File: src/rtl/writeback_arbiter.sv
// Merges an unstallable ALU result stream and a buffered load-result stream onto
// one registered register-file write port, with pending-register tracking.
module writeback_arbiter #(
    parameter int DATA_WIDTH    = 32,
    parameter int REG_NUM_WIDTH = 5,
    parameter int FIFO_DEPTH    = 4
) (
    input  logic                            clk,
    input  logic                            rst_n,
    input  logic                            aluValid,
    input  logic [REG_NUM_WIDTH-1:0]        aluNum,
    input  logic [DATA_WIDTH-1:0]           aluData,
    input  logic                            ldValid,
    output logic                            ldReady,
    input  logic [REG_NUM_WIDTH-1:0]        ldNum,
    input  logic [DATA_WIDTH-1:0]           ldData,
    output logic                            wrEnable,
    output logic [REG_NUM_WIDTH-1:0]        wrNum,
    output logic [DATA_WIDTH-1:0]           wrData,
    output logic [(1<<REG_NUM_WIDTH)-1:0]   pending,
    output logic                            aluStall,
    output logic                            err
);

    localparam int PTR_W = $clog2(FIFO_DEPTH);
    localparam logic [PTR_W:0] FULL_COUNT = (PTR_W+1)'(FIFO_DEPTH);

    logic [REG_NUM_WIDTH-1:0] r_fifo_num  [FIFO_DEPTH];
    logic [DATA_WIDTH-1:0]    r_fifo_data [FIFO_DEPTH];
    logic [PTR_W-1:0]         r_rd_ptr;
    logic [PTR_W-1:0]         r_wr_ptr;
    logic [PTR_W:0]           r_count;

    logic                     r_wr_en;
    logic                     r_wr_is_ld;
    logic [REG_NUM_WIDTH-1:0] r_wr_num;
    logic [DATA_WIDTH-1:0]    r_wr_data;
    logic [1:0]               r_starve;
    logic                     r_err;

    logic                     w_empty;
    logic                     w_full;
    logic                     w_push;
    logic                     w_pop;
    logic                     w_sel_valid;
    logic                     w_sel_is_ld;
    logic [REG_NUM_WIDTH-1:0] w_sel_num;
    logic [DATA_WIDTH-1:0]    w_sel_data;
    logic [(1<<REG_NUM_WIDTH)-1:0] w_pending;

    assign w_empty = (r_count == '0);
    assign w_full  = (r_count == FULL_COUNT);

    // Gated with rst_n so the port reads not-ready while reset is held.
    assign ldReady = rst_n & ~w_full;
    assign w_push  = ldValid & ldReady & (ldNum != '0);
    assign w_pop   = ~aluValid & ~w_empty;

    // NOTE: every output of an always_comb gets a default first, so no path leaves it unassigned and no latch is inferred.
    always_comb begin
        w_sel_valid = 1'b0;
        w_sel_is_ld = 1'b0;
        w_sel_num   = '0;
        w_sel_data  = '0;
        if (aluValid) begin
            w_sel_valid = 1'b1;
            w_sel_num   = aluNum;
            w_sel_data  = aluData;
        end else if (w_pop) begin
            w_sel_valid = 1'b1;
            w_sel_is_ld = 1'b1;
            w_sel_num   = r_fifo_num[r_rd_ptr];
            w_sel_data  = r_fifo_data[r_rd_ptr];
        end
    end

    // NOTE: sequential state uses non-blocking assignments so every flop samples pre-edge values.
    always_ff @(posedge clk or negedge rst_n) begin
        if (!rst_n) begin
            r_rd_ptr <= '0;
            r_wr_ptr <= '0;
            r_count  <= '0;
        end else begin
            if (w_push) r_wr_ptr <= r_wr_ptr + PTR_W'(1);
            if (w_pop)  r_rd_ptr <= r_rd_ptr + PTR_W'(1);
            case ({w_push, w_pop})
                2'b10:   r_count <= r_count + (PTR_W+1)'(1);
                2'b01:   r_count <= r_count - (PTR_W+1)'(1);
                default: r_count <= r_count;
            endcase
        end
    end

    // NOTE: the entry storage has no reset; r_count alone defines which entries are live.
    always_ff @(posedge clk) begin
        if (w_push) begin
            r_fifo_num[r_wr_ptr]  <= ldNum;
            r_fifo_data[r_wr_ptr] <= ldData;
        end
    end

    always_ff @(posedge clk or negedge rst_n) begin
        if (!rst_n) begin
            r_wr_en    <= 1'b0;
            r_wr_is_ld <= 1'b0;
            r_wr_num   <= '0;
            r_wr_data  <= '0;
        end else begin
            r_wr_en    <= w_sel_valid & (w_sel_num != '0);
            r_wr_is_ld <= w_sel_is_ld;
            if (w_sel_valid) begin
                r_wr_num  <= w_sel_num;
                r_wr_data <= w_sel_data;
            end
        end
    end

    // Counts consecutive cycles in which the ALU blocks a non-empty load queue.
    always_ff @(posedge clk or negedge rst_n) begin
        if (!rst_n) begin
            r_starve <= 2'd0;
            r_err    <= 1'b0;
        end else begin
            if (w_pop || w_empty)
                r_starve <= 2'd0;
            else if (aluValid && r_starve != 2'd3)
                r_starve <= r_starve + 2'd1;
            if (aluValid && aluStall)
                r_err <= 1'b1;
        end
    end

    always_comb begin
        w_pending = '0;
        for (int i = 0; i < FIFO_DEPTH; i++) begin
            if ((PTR_W+1)'(i) < r_count)
                w_pending[r_fifo_num[r_rd_ptr + PTR_W'(i)]] = 1'b1;
        end
        if (r_wr_en && r_wr_is_ld)
            w_pending[r_wr_num] = 1'b1;
        w_pending[0] = 1'b0;
    end

    assign pending  = w_pending;
    assign wrEnable = r_wr_en;
    assign wrNum    = r_wr_num;
    assign wrData   = r_wr_data;
    assign aluStall = (r_starve == 2'd3);
    assign err      = r_err;

endmodule

File: config.mk
export PLATFORM = sky130hd
export DESIGN_NAME = writeback_arbiter
export DESIGN_NICKNAME = d
export VERILOG_FILES = /design/src/rtl/writeback_arbiter.sv
export SDC_FILE = /design/constraint.sdc
export NUM_CORES = 1
export LEC_CHECK = 0
export ABC_AREA = 1
export CELL_PAD_IN_SITES_DETAIL_PLACEMENT = 1
export CELL_PAD_IN_SITES_GLOBAL_PLACEMENT = 1
export CORE_MARGIN = 2
export CORE_UTILIZATION = 44
export DETAILED_ROUTE_END_ITERATION = 7
export PLACE_DENSITY = 0.9
export SLEW_MARGIN = 20
export SYNTH_ARGS = -nofsm -noshare
export SYNTH_HDL_FRONTEND = slang
export SYNTH_SLANG_ARGS = --single-unit
File: constraint.sdc
create_clock -name clk -period 9.5 [get_ports clk]
set_clock_uncertainty 0.1 [all_clocks]
set_input_delay 0.95 -clock clk [delete_from_list [all_inputs] [get_ports clk]]
set_output_delay 0.95 -clock clk [all_outputs]
set_load 0.01 [all_outputs]
# Word level (Yosys, flattened, before mapping)

Memories as Yosys holds them, arrays and structs flattened.
Index checks and enable logic that the tools add are counted.

Register bits: 49
Memory bits (writable): 148
Word-level logic and storage cells: 90
Memories: 2
Output and inout port bits: 73
Input port bits: 78

Equal/unequal tests: 5
Bitwise operators: 12
$add $sub $neg: 7
Reductions and logical operators: 14
Order comparisons: 14
Mux-type cells: 27

Memory list:

| name        | depth | bits a word | read ports | clocked after Yosys merged registers in | write ports | line | source |
|---|---|---|---|---|---|---|---|
| r_fifo_data | 4     | 32          | 1          | 0                                       | 1           | 29   | `logic [DATA_WIDTH-1:0] r_fifo_data [FIFO_DEPTH];` |
| r_fifo_num  | 4     | 5           | 4          | 0                                       | 1           | 28   | `logic [REG_NUM_WIDTH-1:0] r_fifo_num [FIFO_DEPTH];` |

Operators with widths:

| operator                                                          | number |
|---|---|
| two-way mux 32 bit                                                | 7 |
| OR 32 bit                                                         | 4 |
| less-than comparator 5 x 6 -> 1 bit, second input constant        | 5 |
| demux 1 bit (select 5 bit)                                        | 5 |
| greater-or-equal comparator 5 x 1 -> 1 bit, second input constant | 5 |
| two-way mux 1 bit                                                 | 10 |
| two-way mux 5 bit                                                 | 2 |
| nonzero test 5 bit                                                | 2 |
| logical AND 1 bit                                                 | 8 |
| adder 2 x 1 -> 2 bit, second input constant                       | 3 |
| less-than comparator 1 x 3 -> 1 bit, first input constant         | 2 |
| less-than comparator 2 x 3 -> 1 bit, first input constant         | 2 |
| case mux 3 bit (2 select lines)                                   | 1 |
| bitwise AND 1 bit                                                 | 5 |
| adder 2 bit, second input constant                                | 2 |
| equality test 2 bit, second input constant                        | 2 |
| two-way mux 2 bit                                                 | 2 |
| nonzero test 2 bit                                                | 2 |
| adder 3 x 1 -> 3 bit, second input constant                       | 1 |
| equality test 3 bit, second input constant                        | 1 |
| logical NOT 3 bit                                                 | 1 |
| inverter 1 bit                                                    | 3 |
| subtractor 3 x 1 -> 3 bit, second input constant                  | 1 |
| equality test 2 x 1 -> 1 bit, second input constant               | 1 |
| other kinds (2)                                                   | 2 |

# Logic depth before layout (Yosys ltp)

An unclocked memory read counts as a cell.

Word-level depth: 14
Mapped depth: 13
Gate-level depth less buffers: 11

# Worst setup path after synthesis

Ideal clock, no wire load.

Kind: input -> register
Start point: input rst_n
End point: memory r_fifo_data[0][0], enable pin
Setup slack: 5727 ps
Buffers on the path: 0
Data arrival time: 3241 ps
Cell stages on the path: 3
Data required time: 8969 ps
Setup time: 431 ps
Path through: a21boi_0 > nand3_1 > nor2_1

Word-level cells in the longest chain between the ends: 5

Ends and longest elaborated chain:

| what                                    | line | source |
|---|---|---|
| start, declared                         | 9    | `input logic rst_n,` |
| bitwise AND 1 bit                       | 55   | `assign ldReady = rst_n & ~w_full;` |
| bitwise AND 1 bit (2 in series)         | 56   | `assign w_push = ldValid & ldReady & (ldNum != '0);` |
| two-way mux 1 bit                       | 96   | `if (w_push) begin` |
| two-way mux 1 bit (not written as such) | 98   | `r_fifo_data[r_wr_ptr] <= ldData;` |
| end, declared                           | 29   |  |

Every way passes these cells.

# Final worst setup path

Start point: register r_rd_ptr[1]
End point: output pending[17]

Word-level cells in the longest chain between the ends: 14
Elaborated cells on any way between the ends: 33
Those cells by class: add/sub: 3; order compare: 8; mux: 13; bitwise: 4; reduce/logical: 4; memory: 1

Ends and longest elaborated chain:

| what                                                                                  | line     | source |
|---|---|---|
| start, declared                                                                       | 30       | `logic [PTR_W-1:0] r_rd_ptr;` |
| start signal, assigned                                                                | 85       | `if (w_pop) r_rd_ptr <= r_rd_ptr + PTR_W'(1);` |
| adder 2 x 1 -> 2 bit or memory (4 x 5 bit) (tied branches)                            | n/a      |  |
| memory (4 x 5 bit) (*)                                                                | n/a      |  |
| less-than comparator 5 x 6 -> 1 bit (not written as such) (tied with other cells)     | 137      | `w_pending[r_fifo_num[r_rd_ptr + PTR_W'(i)]] = 1'b1;` |
| logical AND 1 bit (not written as such) or two-way mux 1 bit (tied branches)          | 137      |  |
| two-way mux 1 bit (not written as such) or demux 1 bit (select 5 bit) (tied branches) | 137      |  |
| demux 1 bit (select 5 bit) or two-way mux 32 bit (tied branches)                      | 137, 136 |  |
| OR 32 bit (no line)                                                                   | n/a      |  |
| two-way mux 32 bit                                                                    | 136      | `if ((PTR_W+1)'(i) < r_count)` |
| OR 32 bit (no line)                                                                   | n/a      |  |
| two-way mux 32 bit                                                                    | 136      |  |
| OR 32 bit (no line)                                                                   | n/a      |  |
| two-way mux 32 bit (*)                                                                | 136      |  |
| OR 32 bit (no line)                                                                   | n/a      |  |
| two-way mux 32 bit (*)                                                                | 139      | `if (r_wr_en && r_wr_is_ld)` |
| end, declared                                                                         | 20       | `output logic [(1<<REG_NUM_WIDTH)-1:0] pending,` |

Every way passes the cells marked *; elsewhere a longest branch is shown, timed or not.

==> flow_summary.rst <==
.. list-table::
   :header-rows: 1

   * - Metric
     - Value
   * - Status
     - finished, final reports clean
   * - Launching element type of the critical path
     - register
   * - Total leakage power
     - 5.118 nW
   * - Die Area
     - 0.02402 sq mm
   * - Number of port buffers
     - 149
   * - Multi-input gate area in the final layout
     - 0.003879 sq mm
   * - Width of the die
     - 155.0 um
   * - Most frequent standard cell in the layout excluding fill and tap cells
     - sky130_fd_sc_hd__nand2_1
   * - Power density over the cells
     - 315.6 mW/mm^2
   * - Final Net Count
     - 1,378
   * - I/O pin cnt
     - 151
   * - Critical path capture point type
     - primary output
   * - Depth of the worst register-to-register path
     - 6
   * - Share of synthesized area occupied by flip-flops and latches
     - 0.5654
   * - Number of synthesis warnings
     - 0
   * - Synthesized netlist cell count
     - 1,156
   * - Sequential Area
     - 0.005672 sq mm
   * - Number of antenna violations at the first check in global routing
     - 0
   * - Crit path time final
     - 4.806 ns
   * - Min-delay worst type
     - register to register
   * - Fill count
     - 2,580
   * - Clock Latency Late Sink
     - 0.44 ns
   * - Setup repair after global routing missed its margin
     - no
   * - Drt initial violations
     - 708
   * - Endpoints failing hold
     - 0
   * - Grt ovf
     - 0
   * - Critical Path AT
     - 3.76 ns
   * - Slack of the worst reg-to-reg path
     - 6.24 ns
   * - Measured slew at the worst slew-check pin
     - 1.051 ns
   * - Core region area
     - 0.02250 sq mm
   * - CTS tree
     - yes
   * - DRT antenna net count
     - 0
   * - Routability-driven placement congestion ratio
     - 0.8868
   * - Number of cell rows
     - 55
   * - Number of hold buffers added after CTS
     - 0
   * - Crit path max fanout
     - 68
   * - Ratio of routed vias to standard cells
     - 5.805
   * - Critical Path Source
     - r_rd_ptr[1]
   * - Max rail drop VDD
     - 0.1623 mV
   * - GRT Overall Usage
     - 0.2991
   * - Cell at the root of the clock tree
     - sky130_fd_sc_hd__clkbuf_16
   * - Max-Slew Margin vs Limit
     - 0.2941
   * - Pin count of the biggest net entering global routing
     - 74
   * - Maximum number of buffers from clock root to sink
     - 2
   * - Clock transition time at the flip-flop clock pins of the worst setup and hold paths
     - 0.08 ns
   * - Post-CTS setup repair buffer count
     - 0
   * - Required time at the endpoint of the critical path
     - 8.45 ns
   * - Htree depth
     - 4
   * - Hold depth
     - 1
   * - Final period util
     - 0.5059
   * - Last element of the critical path
     - pending[17]
   * - Worst R2R End
     - r_fifo_data[0][20]
   * - Count of cells resized by post-cts repair
     - 0
   * - Mapped Avg Cell Area
     - 8.675 sq um
   * - Wire length after detailed routing
     - 35.52 mm
   * - Effective utilization at floorplan
     - 0.4456
   * - Inserted Diodes
     - 0
   * - Global-route wire length before repair
     - 54.97 mm
   * - Fraction of layout instances using a drive strength above 1
     - 0.04758
   * - Startpoint of the worst-slack reg-to-reg timing path
     - r_count[0]
   * - Setup TNS Final
     - 0 ns
   * - Pre-antenna DRT Iters
     - 5
   * - Setup CP Type
     - register to primary output
   * - WHS
     - 0.3772 ns
   * - Synthesis-to-finish area growth
     - 23.14%
   * - Post-synthesis sequential element count
     - 197
   * - Clock buffers created by TritonCTS
     - 17
   * - TritonCTS Sinks
     - 197
   * - Max-slew violation total from the final report
     - 0
   * - Vias post-DR
     - 9,218
   * - Routed length per instance
     - 22.37 um
   * - Leading cell types in the layout, fill and taps excluded
     - 352 x sky130_fd_sc_hd__nand2_1, 184 x sky130_fd_sc_hd__nor2_1, 175 x sky130_fd_sc_hd__nand3_1
   * - Number of global-route vias before repair
     - 9,615
   * - Total DRC errors in the routed layout
     - 0
   * - Nets in the synthesized netlist
     - 1,244
   * - Max-cap violations
     - 0
   * - Maximum frequency from static timing analysis
     - 208.1 MHz
   * - Distinct cell type count after synthesis
     - 31
   * - Vertical extent of the die
     - 155.0 um
   * - Count of endpoints failing setup in the final report
     - 0
   * - Sum of net half-perimeters after detailed placement
     - 24.03 mm
   * - Netlist area before placement
     - 0.01003 sq mm
-- metrics by stage --
| step | total power [mW] | utilization | worst slack (ns) | std cells | area [sq um] |
|---|---|---|---|---|---|
| global placement | 3.011 | 0.5224 | 5.337 | 1556 | 11760 |
| detailed placement | 3.109 | 0.5224 | 5.252 | 1556 | 11760 |
| finish | 3.898 | 0.5488 | 4.694 | 1588 | 12350 |
| CTS | 3.882 | 0.5488 | 4.750 | 1588 | 12350 |
| global route | 4.124 | 0.5488 | 4.374 | 1588 | 12350 |
| floorplan | 2.346 | - | 5.727 | 1156 | 10030 |
-- how the worst min path moves through the flow --
stage / end / slack, ns / start
floorplan: r_count[1] / 0.38 / r_count[1]
global placement: err / 0.35 / err
detailed placement: err / 0.37 / err
CTS: err / 0.39 / err
global route: err / 0.40 / err
finish: err / 0.38 / err
-- state kept, by name (all words and copies together) (netlist names) --
register,flops
err,1
r_starve,2
wrNum,5
r_wr_ptr,2
r_fifo_data,128
r_rd_ptr,2
r_wr_is_ld,1
r_count,3
r_fifo_num,20
wrData,32
wrEnable,1
-- per-layer routing --
metal	part of all wire	vias up	GRT usage
met2	0.50	420	0.5139
met5	0	-	0
met4	0.044	0	0.1407
li1	-	4149	-
met1	0.39	4548	0.3677
met3	0.058	101	0.05265
-- synth_stat cells --
library cell,count,area share
sky130_fd_sc_hd__a21o_1,1,0.00075
sky130_fd_sc_hd__o21bai_1,2,0.0015
sky130_fd_sc_hd__conb_1,1,0.00037
sky130_fd_sc_hd__inv_1,69,0.026
sky130_fd_sc_hd__nand2_1,352,0.13
sky130_fd_sc_hd__or2_1,1,0.00062
sky130_fd_sc_hd__dfrtp_1,49,0.12
sky130_fd_sc_hd__nor2_2,1,0.00062
sky130_fd_sc_hd__nor2_1,189,0.071
sky130_fd_sc_hd__buf_1,3,0.0011
sky130_fd_sc_hd__edfxtp_1,148,0.44
sky130_fd_sc_hd__nand4_1,1,0.00062
sky130_fd_sc_hd__a22oi_1,64,0.048
sky130_fd_sc_hd__a21boi_0,1,0.00075
sky130_fd_sc_hd__xnor2_1,2,0.0017
sky130_fd_sc_hd__buf_2,9,0.0045
sky130_fd_sc_hd__inv_6,1,0.00087
sky130_fd_sc_hd__inv_2,1,0.00037
sky130_fd_sc_hd__nand2_2,2,0.0012
sky130_fd_sc_hd__nand3_1,175,0.087
sky130_fd_sc_hd__buf_4,7,0.0052
sky130_fd_sc_hd__buf_6,4,0.0045
sky130_fd_sc_hd__mux2i_1,1,0.0010
sky130_fd_sc_hd__nor3_1,13,0.0065
sky130_fd_sc_hd__ha_1,10,0.012
sky130_fd_sc_hd__a21oi_1,2,0.0010
sky130_fd_sc_hd__clkbuf_1,23,0.0086
sky130_fd_sc_hd__xor2_1,4,0.0035
sky130_fd_sc_hd__o21ai_0,13,0.0065
sky130_fd_sc_hd__nand3_2,6,0.0060
sky130_fd_sc_hd__or2_0,1,0.00062
-- critical path: stages (launching register included) --
cell,delay [ns]
sky130_fd_sc_hd__dfrtp_1,0.67
sky130_fd_sc_hd__inv_2,0.41
sky130_fd_sc_hd__buf_4,0.64
sky130_fd_sc_hd__nand3_1,0.16
sky130_fd_sc_hd__nand2_1,0.22
sky130_fd_sc_hd__nand2_1,0.10
sky130_fd_sc_hd__nor2_1,0.29
sky130_fd_sc_hd__nand2_1,0.09
sky130_fd_sc_hd__nand2_1,0.08
sky130_fd_sc_hd__nor2_1,0.04
sky130_fd_sc_hd__nand2_1,0.05
sky130_fd_sc_hd__clkdlybuf4s50_1,0.53
-- cell type report --
cell class / count / area share
inverters: 71 / 0.02199
clock inverters: 15 / 0.01368
clock buffers: 17 / 0.03445
repair buffers: 161 / 0.1277
flip-flops and latches: 197 / 0.4593
multi-input cells: 842 / 0.3141
well taps: 285 / 0.02888
-- logic make-up after synthesis --
family / after synthesis / synth area share
other cells: 1 / 0.0003739
compound gates: 83 / 0.05839
mux: 1 / 0.0009982
buf+inv: 117 / 0.05103
xor+xnor: 6 / 0.005240
simple gates: 741 / 0.3061
fa+ha+maj: 10 / 0.01248
flops: 197 / 0.5654
-- report_power, final --
part	total (mW)	internal (mW)	leakage (nW)	switching [mW]
clock network	0.735	0.375	0.292	0.360
registers	1.21	1.09	1.93	0.122
logic	1.95	0.630	2.90	1.32
No activity file was read; power rests on OpenSTA's default activity.
==> RTL edit, RTL diff (config.mk and constraints unchanged) <==
Put one more register stage on the output `err`, with the module's reset. The value now appears one clock later. The other outputs are not delayed to match.
--- a/src/rtl/writeback_arbiter.sv
+++ b/src/rtl/writeback_arbiter.sv
@@ -148,3 +148,9 @@
     assign aluStall = (r_starve == 2'd3);
-    assign err      = r_err;
+    always_ff @(posedge clk or negedge rst_n) begin
+        if (!rst_n) begin
+            err <= '0;
+        end else begin
+            err <= r_err;
+        end
+    end
 
Behaviour: not the same (Yosys sat finds a counterexample within 10 cycles, from zero or initial values and one cycle with rst_n low).
==> RTL edit against the original RTL <==
Worst setup slack got worse by 0.44 ns. Highest routed layer unchanged. Die area up 1.9%. Global-route usage up 0.42 points. Sequential cell count increased by 1. Count of clock-buffer cells in the layout is the same. First-iteration DRC count is 7.5% higher. Total power is 6.3% higher. Synthesized area rose by 1.9%. Core utilization up 0.53 points. Clock power is 6.1% higher. Routed wire length is 3.0% higher. Final cell count increased by 1.4%. Final area increased by 1.9%.
==> RTL edit: results (changes against the original RTL) <==
- Sequential-to-total area share from yosys stat: 0.557 (-0.00814)
- Tot Pwr: 4.15 mW (+6.3%)
- Syn nets: 1266 (+1.8%)
- Worst hold margin: 0.226 ns (-0.151 ns)
- Post-layout nets: 1401 (+1.7%)
- Top layer in use: met4
- Synth top cells by count: nand2_1 (355), nand3_1 (183), nor2_1 (181), edfxtp_1 (148)
- Cell Area, Placed: 11900 µm² (+1.5%)
- Max IR drop VDD: 0.154 mV (-4.9%)
- Fillers: 2656 (+2.9%)
- P_leak: 5.19 nW (+1.4%)
- GRT Total Usage: 0.303 (+0.00415)
- Met2 Wirelength: 18900 µm (+5.7%)
- Critical Path Start: r_rd_ptr[0]$_DFFE_PN0P_
- Routed vias: 9295 (+0.84%)
- Routability cong.: 0.957 (+7.9%)
- Drt initial violations: 761 (+7.5%)
- Synthesized area per cell: 8.68 µm² (about the same)
- Vias in the first global route: 9614 (-0.010%)
- Final HPWL DP: 25300 µm (+5.3%)
- Flop2flop setup slack: 6.27 ns (+0.03 ns)
- NetSw: 1.97 mW (+9.1%)
- Metal3 WL: 2050 µm (-0.73%)
- Synth area leaders: edfxtp_1 (43%), nand2_1 (13%), dfrtp_1 (12%), nand3_1 (9.0%), nor2_1 (6.6%)
- GR Util met2: 0.539 (+0.0255)
- Synth unique cells: 33 (+6.5%)
- Routed WL: 36600 µm (+3.0%)
- Flop pwr share: 0.295 (-0.016)
- CP Max Fanout: 42 (-38%)
- Largest net degree at the start of global routing: 68 (-8.1%)
- Post-synth ARST share: 0.253 (+0.00379)
- Worst Hold Class: in2async
- Worst setup endpoint: pending[9]
- Share of cells above drive strength 1: 0.0656 (+0.0180)
- Worst r2r dst: r_fifo_data[0][7]$_DFFE_PP_
- R2r startpoint: r_count[0]$_DFFE_PN0P_
- Final worst-path cycle share: 0.552 (+0.0463)
- Outcome: finished, final reports clean
- Relative slew margins: 0.361 (+0.0669)
- Place WS: 4.83 ns (-0.419 ns)
- CP max stage delay: 0.70 ns (+0.03 ns)
- Fin cells: 1611 (+1.4%)
==> RTL edit: cell types whose count changed after synthesis, sizes merged <==
cell,delta
nand2,+16
buf,+7
clkbuf,-6
nor2,+5
inv,-3
nand3,+3
a21oi,-1
clkinv,+1
dfrtp,+1
nor3,-1
==> RTL edit: cell type report <==
cell class | instances | area [µm²] | area share
sequential | 198 | 5700 | 0.453
multi-input combinational | 864 | 4030 | 0.321
timing repair buffer | 163 | 1590 | 0.126
clock buffer | 17 | 425 | 0.0338
tap | 285 | 357 | 0.0283
inverter | 69 | 259 | 0.0206
clock inverter | 15 | 220 | 0.0175
==> RTL edit: logic make-up after synthesis <==
group | count (synthesis) | synth area share
adders and majority gates | 10 | 0.0122
xor gates and xnor gates | 6 | 0.00514
AOI/OAI and AO/OA | 82 | 0.0568
muxes | 1 | 0.000979
other | 1 | 0.000367
DFF | 198 | 0.557
and+or+nand+nor | 764 | 0.316
buffers and inverters | 116 | 0.0513
